[config.mk]
export PLATFORM = sky130hd
export DESIGN_NAME = actor_move_scheduler
export DESIGN_NICKNAME = d
export VERILOG_FILES = /design/src/rtl/actor_pkg.sv /design/src/rtl/tile_step.sv /design/src/rtl/actor_move_scheduler.sv
export SDC_FILE = /design/constraint.sdc
export NUM_CORES = 1
export LEC_CHECK = 0
export CORE_MARGIN = 2
export CORE_UTILIZATION = 50
export CTS_BUF_LIST = sky130_fd_sc_hd__clkbuf_8
export CTS_CLUSTER_DIAMETER = 40
export DETAILED_ROUTE_END_ITERATION = 8
export PLACE_DENSITY = 0.83
export SYNTH_ARGS = -nofsm -noshare
export SYNTH_HDL_FRONTEND = slang
export SYNTH_SLANG_ARGS = --single-unit
[constraint.sdc]
create_clock -name clk -period 10.6 [get_ports clk]
set_clock_uncertainty 0.15 [all_clocks]
set_input_delay 1.06 -clock clk [delete_from_list [all_inputs] [get_ports clk]]
set_output_delay 1.06 -clock clk [all_outputs]
set_load 0.05 [all_outputs]
[src/rtl/actor_pkg.sv]
// Shared definitions for the actor movement scheduler: direction codes,
// the sequencer state encoding and the tile coordinate width.
package actor_pkg;

  localparam int TILE_W = 5;

  localparam logic [1:0] DIR_UP    = 2'd0;
  localparam logic [1:0] DIR_LEFT  = 2'd1;
  localparam logic [1:0] DIR_DOWN  = 2'd2;
  localparam logic [1:0] DIR_RIGHT = 2'd3;

  typedef enum logic [1:0] {
    IDLE   = 2'd0,
    CALC   = 2'd1,
    LOOKUP = 2'd2,
    COMMIT = 2'd3
  } state_t;

endpackage

[src/rtl/tile_step.sv]
// Combinational single-tile step: applies a direction to a tile position
// (coordinates wrap modulo 32) and tests the result against the maze border.
module tile_step
  import actor_pkg::*;
#(
  parameter int BORDER_X_MIN = 1,
  parameter int BORDER_X_MAX = 28,
  parameter int BORDER_Y_MIN = 1,
  parameter int BORDER_Y_MAX = 28
) (
  input  logic [TILE_W-1:0] x,
  input  logic [TILE_W-1:0] y,
  input  logic [1:0]        dir,
  output logic [TILE_W-1:0] next_x,
  output logic [TILE_W-1:0] next_y,
  output logic              in_bounds
);

  // Next tile; a step left from x=0 wraps to 31 and is then rejected by the border test.
  always_comb begin
    next_x = x;
    next_y = y;
    case (dir)
      DIR_UP:    next_y = y - TILE_W'(1);
      DIR_LEFT:  next_x = x - TILE_W'(1);
      DIR_DOWN:  next_y = y + TILE_W'(1);
      default:   next_x = x + TILE_W'(1);
    endcase
  end

  // Strict inequalities: the border tiles themselves are never entered.
  always_comb begin
    in_bounds = (next_x > TILE_W'(BORDER_X_MIN)) && (next_x < TILE_W'(BORDER_X_MAX)) &&
                (next_y > TILE_W'(BORDER_Y_MIN)) && (next_y < TILE_W'(BORDER_Y_MAX));
  end

endmodule

[src/rtl/actor_move_scheduler.sv]
// Frame-synchronous movement scheduler. Every TICK_FRAMES frames it walks the
// actors in order, asks the shared wall map about each candidate tile and
// commits or blocks the move. Owns all actor tile positions.
module actor_move_scheduler
  import actor_pkg::*;
#(
  parameter int N_ACTORS     = 4,
  parameter int TICK_FRAMES  = 8,
  parameter int VBLANK_LINE  = 480,
  parameter int BORDER_X_MIN = 1,
  parameter int BORDER_X_MAX = 28,
  parameter int BORDER_Y_MIN = 1,
  parameter int BORDER_Y_MAX = 28,
  parameter int START_X      = 2,
  parameter int START_Y      = 2,
  parameter int ACK_TIMEOUT  = 15
) (
  input  logic                  clk,
  input  logic                  reset,
  input  logic [9:0]            shpos,
  input  logic [9:0]            svpos,
  input  logic [2*N_ACTORS-1:0] dir_in,
  input  logic                  wall_ack,
  input  logic                  wall_hit,
  output logic                  wall_req,
  output logic [4:0]            wall_x,
  output logic [4:0]            wall_y,
  output logic [5*N_ACTORS-1:0] xpos_flat,
  output logic [5*N_ACTORS-1:0] ypos_flat,
  output logic [2:0]            cur_actor,
  output logic                  anim_state,
  output logic                  busy,
  output logic [N_ACTORS-1:0]   moved,
  output logic                  round_done,
  output logic                  overrun
);

  localparam int FW = (TICK_FRAMES > 1) ? $clog2(TICK_FRAMES) : 1;
  localparam int TW = (ACK_TIMEOUT > 1) ? $clog2(ACK_TIMEOUT + 1) : 1;

  state_t              state_reg, state_next;
  logic [FW-1:0]       frame_cnt_reg;
  logic [TW-1:0]       to_cnt_reg;
  logic [2:0]          cur_actor_reg;
  logic                busy_reg, overrun_reg, anim_reg, round_done_reg;
  logic                wall_req_reg, blocked_reg;
  logic [TILE_W-1:0]   wall_x_reg, wall_y_reg;

  // Per-actor views padded to 8 entries so cur_actor can index them directly.
  logic [7:0][TILE_W-1:0] x_all, y_all;
  logic [7:0][1:0]        dir_all;

  logic [TILE_W-1:0] step_x, step_y;
  logic              step_in_bounds;
  logic              trigger, frame_wrap, start_round;
  logic              ack_timeout, last_actor, commit_move;

  assign trigger     = (svpos == 10'(VBLANK_LINE)) && (shpos == 10'd0);
  assign frame_wrap  = (frame_cnt_reg == FW'(TICK_FRAMES - 1));
  assign start_round = trigger && frame_wrap && !busy_reg;
  assign ack_timeout = (to_cnt_reg == TW'(ACK_TIMEOUT - 1));
  assign last_actor  = (cur_actor_reg == 3'(N_ACTORS - 1));
  assign commit_move = (state_reg == COMMIT) && !blocked_reg;

  tile_step #(
    .BORDER_X_MIN (BORDER_X_MIN),
    .BORDER_X_MAX (BORDER_X_MAX),
    .BORDER_Y_MIN (BORDER_Y_MIN),
    .BORDER_Y_MAX (BORDER_Y_MAX)
  ) u_step (
    .x         (x_all[cur_actor_reg]),
    .y         (y_all[cur_actor_reg]),
    .dir       (dir_all[cur_actor_reg]),
    .next_x    (step_x),
    .next_y    (step_y),
    .in_bounds (step_in_bounds)
  );

  // Position storage, one register pair per actor; only COMMIT of a free move writes it.
  genvar gi;
  generate
    for (gi = 0; gi < 8; gi++) begin : g_actor
      if (gi < N_ACTORS) begin : g_live
        logic [TILE_W-1:0] x_reg, y_reg;
        logic              moved_reg;
        logic              sel;
        assign sel = commit_move && (cur_actor_reg == 3'(gi));

        // Commit the looked-up tile and raise the one-cycle moved flag.
        always_ff @(posedge clk) begin
          if (reset) begin
            x_reg     <= TILE_W'(START_X + 4 * gi);
            y_reg     <= TILE_W'(START_Y);
            moved_reg <= 1'b0;
          end else begin
            moved_reg <= sel;
            if (sel) begin
              x_reg <= wall_x_reg;
              y_reg <= wall_y_reg;
            end
          end
        end

        assign x_all[gi]               = x_reg;
        assign y_all[gi]               = y_reg;
        assign dir_all[gi]             = dir_in[2*gi +: 2];
        assign xpos_flat[5*gi +: 5]    = x_reg;
        assign ypos_flat[5*gi +: 5]    = y_reg;
        assign moved[gi]               = moved_reg;
      end else begin : g_pad
        assign x_all[gi]   = '0;
        assign y_all[gi]   = '0;
        assign dir_all[gi] = '0;
      end
    end
  endgenerate

  // Sequencer state register.
  always_ff @(posedge clk) begin
    if (reset) state_reg <= IDLE;
    else       state_reg <= state_next;
  end

  // Next-state selection for the per-actor CALC/LOOKUP/COMMIT walk.
  always_comb begin
    state_next = state_reg;
    case (state_reg)
      IDLE:    if (start_round) state_next = CALC;
      CALC:    state_next = step_in_bounds ? LOOKUP : COMMIT;
      LOOKUP:  if (wall_ack || ack_timeout) state_next = COMMIT;
      COMMIT:  state_next = last_actor ? IDLE : CALC;
      default: state_next = IDLE;
    endcase
  end

  // Frame divider: advances on every trigger, even while a round is running.
  always_ff @(posedge clk) begin
    if (reset)        frame_cnt_reg <= '0;
    else if (trigger) frame_cnt_reg <= frame_wrap ? '0 : frame_cnt_reg + 1'b1;
  end

  // Round control, wall-map handshake and per-actor outcome registers.
  always_ff @(posedge clk) begin
    if (reset) begin
      busy_reg       <= 1'b0;
      overrun_reg    <= 1'b0;
      anim_reg       <= 1'b0;
      round_done_reg <= 1'b0;
      cur_actor_reg  <= '0;
      wall_req_reg   <= 1'b0;
      wall_x_reg     <= '0;
      wall_y_reg     <= '0;
      blocked_reg    <= 1'b0;
      to_cnt_reg     <= '0;
    end else begin
      round_done_reg <= 1'b0;
      // busy stays up through the round_done cycle and drops right after it.
      if (start_round) begin
        busy_reg      <= 1'b1;
        cur_actor_reg <= '0;
      end else if (round_done_reg) begin
        busy_reg <= 1'b0;
      end
      if (trigger && busy_reg) overrun_reg <= 1'b1;

      case (state_reg)
        CALC: begin
          blocked_reg <= !step_in_bounds;
          if (step_in_bounds) begin
            wall_x_reg   <= step_x;
            wall_y_reg   <= step_y;
            wall_req_reg <= 1'b1;
            to_cnt_reg   <= '0;
          end
        end
        LOOKUP: begin
          if (wall_ack) begin
            blocked_reg  <= wall_hit;
            wall_req_reg <= 1'b0;
          end else if (ack_timeout) begin
            blocked_reg  <= 1'b1;
            wall_req_reg <= 1'b0;
          end else begin
            to_cnt_reg <= to_cnt_reg + 1'b1;
          end
        end
        COMMIT: begin
          if (last_actor) begin
            anim_reg       <= ~anim_reg;
            round_done_reg <= 1'b1;
            cur_actor_reg  <= '0;
          end else begin
            cur_actor_reg <= cur_actor_reg + 1'b1;
          end
        end
        default: ;
      endcase
    end
  end

  assign wall_req   = wall_req_reg;
  assign wall_x     = wall_x_reg;
  assign wall_y     = wall_y_reg;
  assign cur_actor  = cur_actor_reg;
  assign anim_state = anim_reg;
  assign busy       = busy_reg;
  assign round_done = round_done_reg;
  assign overrun    = overrun_reg;

endmodule

==> impl_results.md, run 1 <==
- Initial Util: 50.8%
- Io pins: 94
- TritonCTS clock tree: done
- CTS clk-pin slew, worst paths: 0.07 ns
- First-pass GRT wire length: 17.4 mm
- PwrDens: 121 nW/um2
- Full die area: 8450 um2
- DRC: 0
- Final setup vio count: 0
- Antenna fix cells: 0
- Worst slew pin tran: 1.23 ns
- EDFF count, synth: 0
- CP Capture Type: register
- CP Class: input port to register
- Largest net degree at the start of global routing: 75
- Avg WL per Cell: 17.4 um
- Clk sinks: 72
- Remaining antenna violation count: 0
- Synthesized cell area: 3870 um2
- Synth async-reset ratio: 0%
- FILL cells: 619
- Share of layout cells above drive strength 1: 7.47%
- Slew Viols, Final: 0
- Hold Buf Count CTS: 0
- Tmin final: 4.98 ns
- Syn nets: 493
- RSZ-0062 raised after global routing: no
- Initial DRC count: 196
- Ys Warns: 0
- FF+latch count, synth: 72
- Period utilisation layout: 47.0%
- Hold Vio Cnt, Final: 0
- HPWL after DPL: 7.58 mm
- Post-synth cell types: 59
- TritonCTS Buffers: 9
- Syn_area_per_cell: 8.79 um2
- H-Tree Depth: 3
- Status: finished clean
- Static leakage: 1.90 nW
- Worst hold slack: 0.324 ns
- Initial antenna violation count: 0
- Die H: 92.0 um
- Vias in the first global route: 3505
- GRT overflow: 0
- Clk Latency, worst-skew pair: 0.35 ns
- Seq/Total Area, Yosys: 37.3%
- CTS max path bufs: 2
- Fmax: 201 MHz
- Crit-path max FO: 13
- Postcts setup bufs: 0
- Slew margin rel.: 17.7%
- Worst Path Arrival: 5.09 ns
- Top FF cell, synth: dfxtp_1
- HP Class: register to register
- Crit path required time: 10.72 ns
- Core Region: 7610 um2
- Total track usage: 26.4%
- Worst vdd ir: 0.0757 mV
- Chip width: 92.0 um
- Routability congestion estimate: 0.912
- Vias per inst: 5.69
- Vias: 3550
- Maxcap violations: 0
- Layout area overhead: 29.0%
- Row cnt: 32
- Drt pass-1 iters: 5
- Syn Inst Count: 440
- Crit path launch type: input port
- I/O Buffers: 93
- Nets@finish: 571
- Post-cts sizing count: 0
- CTS root buf: clkbuf_8
- Setup TNS: 0 ns
- Final wirelength: 10.8 mm
==> worst paths after layout <==
path	slack (ns)	depth (start not counted)	start	endpoint
worst max-delay path	5.62	13	dir_in[6]	wall_x[1]$_SDFFE_PP0P_
worst min-delay path	0.32	2	overrun$_SDFFE_PP0P_	overrun$_SDFFE_PP0P_
worst max register to register	5.93	12	cur_actor[1]$_SDFFE_PP0P_	wall_x[1]$_SDFFE_PP0P_
worst min register to register	0.32	2	overrun$_SDFFE_PP0P_	overrun$_SDFFE_PP0P_
==> cells by family after synthesis <==
group	count (synthesis)	synth area share, %
DFF	72	37.3
xor gates and xnor gates	7	1.59
AOI/OAI and AO/OA	76	12.5
muxes	30	12.1
adders and majority gates	21	7.18
buffers and inverters	38	4.98
and+or+nand+nor	196	24.3
==> per-stage QoR <==
step | instances | setup WS [ns] | total power, mW | util, % | area (um2)
3_3_place_gp | 609 | 5.49 | 0.380 | 62.8 | 4780
4_1_cts | 624 | 5.66 | 0.605 | 65.6 | 4990
6_report | 624 | 5.62 | 0.603 | 65.6 | 4990
5_1_grt | 624 | 5.36 | 0.624 | 65.6 | 4990
3_5_place_dp | 609 | 5.32 | 0.384 | 62.8 | 4780
2_1_floorplan | 440 | 6.31 | 0.353 | - | 3870
==> critical path, stage by stage <==
cell	delay (ns)
clkdlybuf4s50_1	0.42
mux2_2	0.30
a22oi_1	0.43
nor2_1	0.21
fa_1	0.49
a21o_1	0.17
a21oi_1	0.18
xnor2_1	0.16
nor4b_2	0.44
or3b_4	0.24
nand4_2	0.38
or3_1	0.48
a21oi_1	0.14
==> cells in the final DEF, fill, tap and decap left out, types with 2 or more instances in the layout <==
| cell | synthesis | layout |
|---|---|---|
| dfxtp_1 | 72 | 72 |
| mux2i_1 | 15 | 15 |
| nor3_1 | 4 | 4 |
| and2_1 | 13 | 13 |
| clkbuf_8 | 0 | 12 |
| a21oi_1 | 44 | 44 |
| or2_2 | 2 | 2 |
| clkdlybuf4s50_1 | 0 | 92 |
| fa_1 | 2 | 2 |
| nor4_1 | 4 | 4 |
| nand3_1 | 4 | 4 |
| buf_4 | 4 | 2 |
| mux4_1 | 3 | 3 |
| xnor2_1 | 5 | 5 |
| nor4b_1 | 2 | 2 |
| nor2b_1 | 2 | 2 |
| o21ai_0 | 10 | 10 |
| nand2_1 | 102 | 102 |
| mux2_2 | 2 | 2 |
| inv_1 | 9 | 10 |
| nand3b_1 | 15 | 15 |
| nand2b_1 | 4 | 4 |
| or3_1 | 4 | 4 |
| nor2_1 | 30 | 30 |
| a22o_1 | 2 | 2 |
| xor2_1 | 2 | 2 |
| a21o_1 | 5 | 5 |
| ha_1 | 19 | 19 |
| mux4_2 | 9 | 9 |
==> cell usage after synthesis (5+ instances only) <==
| cell type | instances | area, um2 |
|---|---|---|
| inv_1 | 9 | 33.8 |
| xnor2_1 | 5 | 43.8 |
| nand2_1 | 102 | 383 |
| mux2i_1 | 15 | 150 |
| a21o_1 | 5 | 37.5 |
| nor2_1 | 30 | 113 |
| a21oi_1 | 44 | 220 |
| dfxtp_1 | 72 | 1440 |
| clkbuf_1 | 17 | 63.8 |
| ha_1 | 19 | 238 |
| nand3b_1 | 15 | 113 |
| and2_1 | 13 | 81.3 |
| mux4_2 | 9 | 203 |
| o21ai_0 | 10 | 50.1 |
==> per-layer routing <==
layer / global-route usage [%] / up-vias / wire length [um]
li1: - / 1677 / -
met1: 32.5 / 1686 / 4450
met2: 43.4 / 153 / 5150
met3: 6.24 / 34 / 869
met4: 12.8 / 0 / 369
met5: 0 / - / 0
==> power breakdown <==
part           total, mW  leakage [nW]  switching [mW]  internal [mW]
Combinational     0.0947          1.21          0.0542         0.0405
Sequential         0.285         0.581         0.00832          0.277
Clock              0.224         0.106          0.0978          0.126
==> layout make-up <==
type | instances | area (um2) | area share, %
Tap cell | 102 | 128 | 2.56
Clock inverter | 3 | 41.3 | 0.828
Clock buffer | 12 | 165 | 3.31
Timing Repair Buffer | 95 | 941 | 18.9
Multi-Input combinational cell | 330 | 2230 | 44.8
Inverter | 10 | 37.5 | 0.753
Sequential cell | 72 | 1440 | 28.9
(Power assumes the default switching activity.)
==> run 2, diff against run 1 <==
CORE_UTILIZATION = 46   (was 50)
PLACE_DENSITY = 0.8   (was 0.83)
clock period = 4.2 ns   (was 10.6 ns; I/O delays follow)
==> impl_results.md, run 2 (synthesized netlist as in run 1, its figures left out) <==
- Most common cell after layout, fill and taps aside: nand2_1
- Crit path launch type: register
- DP Area: 4850 um2
- Tmin final: 3.93 ns
- Maxcap violations: 0
- Initial Util: 47.3%
- First-pass GRT wire length: 17.5 mm
- Slew Viols, Final: 0
- Setup TNS: 0 ns
- Final wirelength: 11.2 mm
- Share of layout cells above drive strength 1: 9.25%
- Fmax: 254 MHz
- Core Region: 8180 um2
- FF-to-FF Start: cur_actor[1]$_SDFFE_PP0P_
- CP Class: register to register
- Footprint of the multi-input gates: 2240 um2
- CP Capture Type: register
- Largest net degree at the start of global routing: 75
- CP delay by family, top: multiplexers
- Clk sinks: 72
- Worst Path Arrival: 3.98 ns
- Final non-filler cell total: 635
- Final WS setup: 0.269 ns
- Crit-path max FO: 11
- Clk Latency, worst-skew pair: 0.36 ns
- Hold path startpoint: g_actor[0].g_live.y_reg[3]$_SDFFE_PP0P_
- Antenna fix cells: 0
- Die H: 95.7 um
- FILL cells: 690
- I/O Buffers: 93
- Final Power: 1.67 mW
- CP cell instances: buf_4, mux4_1, and2_1, fa_1, a21o_1, a21o_1, nand2b_1, o221ai_1, mux2_4, nand4_2, buf_12, mux2i_1, nor2_1
- Final setup vio count: 0
- Full die area: 9160 um2
- GRT overflow: 0
- Chip width: 95.7 um
- CTS clk-pin slew, worst paths: 0.09 ns
- Post-Place Cells: 619
- Vias in the first global route: 3536
- Most frequent CP cell: a21o_1
- Static leakage: 1.95 nW
- Vias per inst: 5.64
- Slew margin rel.: 17.8%
- Initial antenna violation count: 0
- TritonCTS Buffers: 9
- Crit path required time: 4.25 ns
- Pre-CTS setup slack: 0.0253 ns
- Layout area overhead: 31.9%
- Max stage delay cell, worst path: mux4_1
- Register area: 1440 um2
- Worst vdd ir: 0.182 mV
- Total track usage: 25.2%
- Remaining antenna violation count: 0
- Avg WL per Cell: 17.6 um
- Critical Path Max Stage Delay: 0.65 ns
- PwrDens: 327 nW/um2
- RSZ-0062 raised after global routing: no
- Row cnt: 33
- CTS root buf: clkbuf_8
- Most frequent cells in the layout: nand2_1, clkdlybuf4s50_1, dfxtp_1, a21oi_1, nor2_1
- HP Class: register to register
- DRC: 0
- Vias: 3582
- TritonCTS clock tree: done
- Status: finished clean
- Routability congestion estimate: 0.938
- Io pins: 94
- Drt pass-1 iters: 5
- Postcts setup bufs: 0
- Period utilisation layout: 93.6%
- Nets@finish: 578
- H-Tree Depth: 3
- Worst slew pin tran: 1.23 ns
- CTS max path bufs: 2
- Hold Vio Cnt, Final: 0
- Beginning of the critical path: cur_actor[1]$_SDFFE_PP0P_
- Initial DRC count: 279
- HPWL after DPL: 7.77 mm
- Layout Cell Area excl Fill: 5100 um2
- CP bufs+invs: 2
==> run 2: changes by cell type in the layout (fill, tap and decap cells not counted), sizes merged <==
cell,delta
buf,+7
bufinv,+2
clkbuf,-3
inv,+2
==> run 2: routing by layer <==
layer	global-route usage, %	vias to the layer above	wire [um]
li1	-	1692	-
met1	31.9	1727	4740
met2	41.6	141	5460
met3	5.32	22	698
met4	10.5	0	260
met5	0	-	0
==> run 2: per-stage QoR <==
step           util [%]  hold slack [ns]
3_5_place_dp       59.3            0.310
4_1_cts            62.4            0.323
5_1_grt            62.4            0.352
6_report           62.4            0.323
3_3_place_gp       59.3            0.303
2_1_floorplan         -            0.303
==> run 2: tightest hold or removal path, stage by stage (launching register included) <==
cell and delay (ns):
dfxtp_1 0.33, nand2_1 0.05, a21oi_1 0.05
==> run 2: cell type report <==
class                           instances  area share [%]
Timing Repair Buffer                  102            19.7
Clock inverter                          7            2.48
Sequential cell                        72            28.2
Inverter                               10           0.736
Tap cell                              105            2.57
Multi-Input combinational cell        330            43.8
Clock buffer                            9            2.43
==> run 2: what timing repair did <==
item,in CTS,in global routing
hold buffers,0,0
gates resized for setup,0,1
endpoints found under the setup margin,0,5
==> run 2: path summary, 6_finish.rpt <==
| path | slack [ns] | to | cells past startpoint |
|---|---|---|---|
| max | 0.27 | wall_y[0]$_SDFFE_PP0P_ | 13 |
| min | 0.32 | g_actor[0].g_live.y_reg[3]$_SDFFE_PP0P_ | 2 |
| max reg2reg | 0.27 | wall_y[0]$_SDFFE_PP0P_ | 13 |
| min reg2reg | 0.32 | g_actor[0].g_live.y_reg[3]$_SDFFE_PP0P_ | 2 |
==> run 2: power by group <==
part	internal [mW]	switching (mW)	leakage, nW	total, mW
sequential	0.698	0.0200	0.581	0.718
combinational	0.112	0.140	1.25	0.252
clock	0.403	0.294	0.122	0.697
==> run 3, diff against run 2 <==
ABC_AREA = 0   (was default)
TNS_END_PERCENT = 5   (was default)
==> results of run 3 <==
The final DEF is identical to that of run 2; final timing and power are the same.
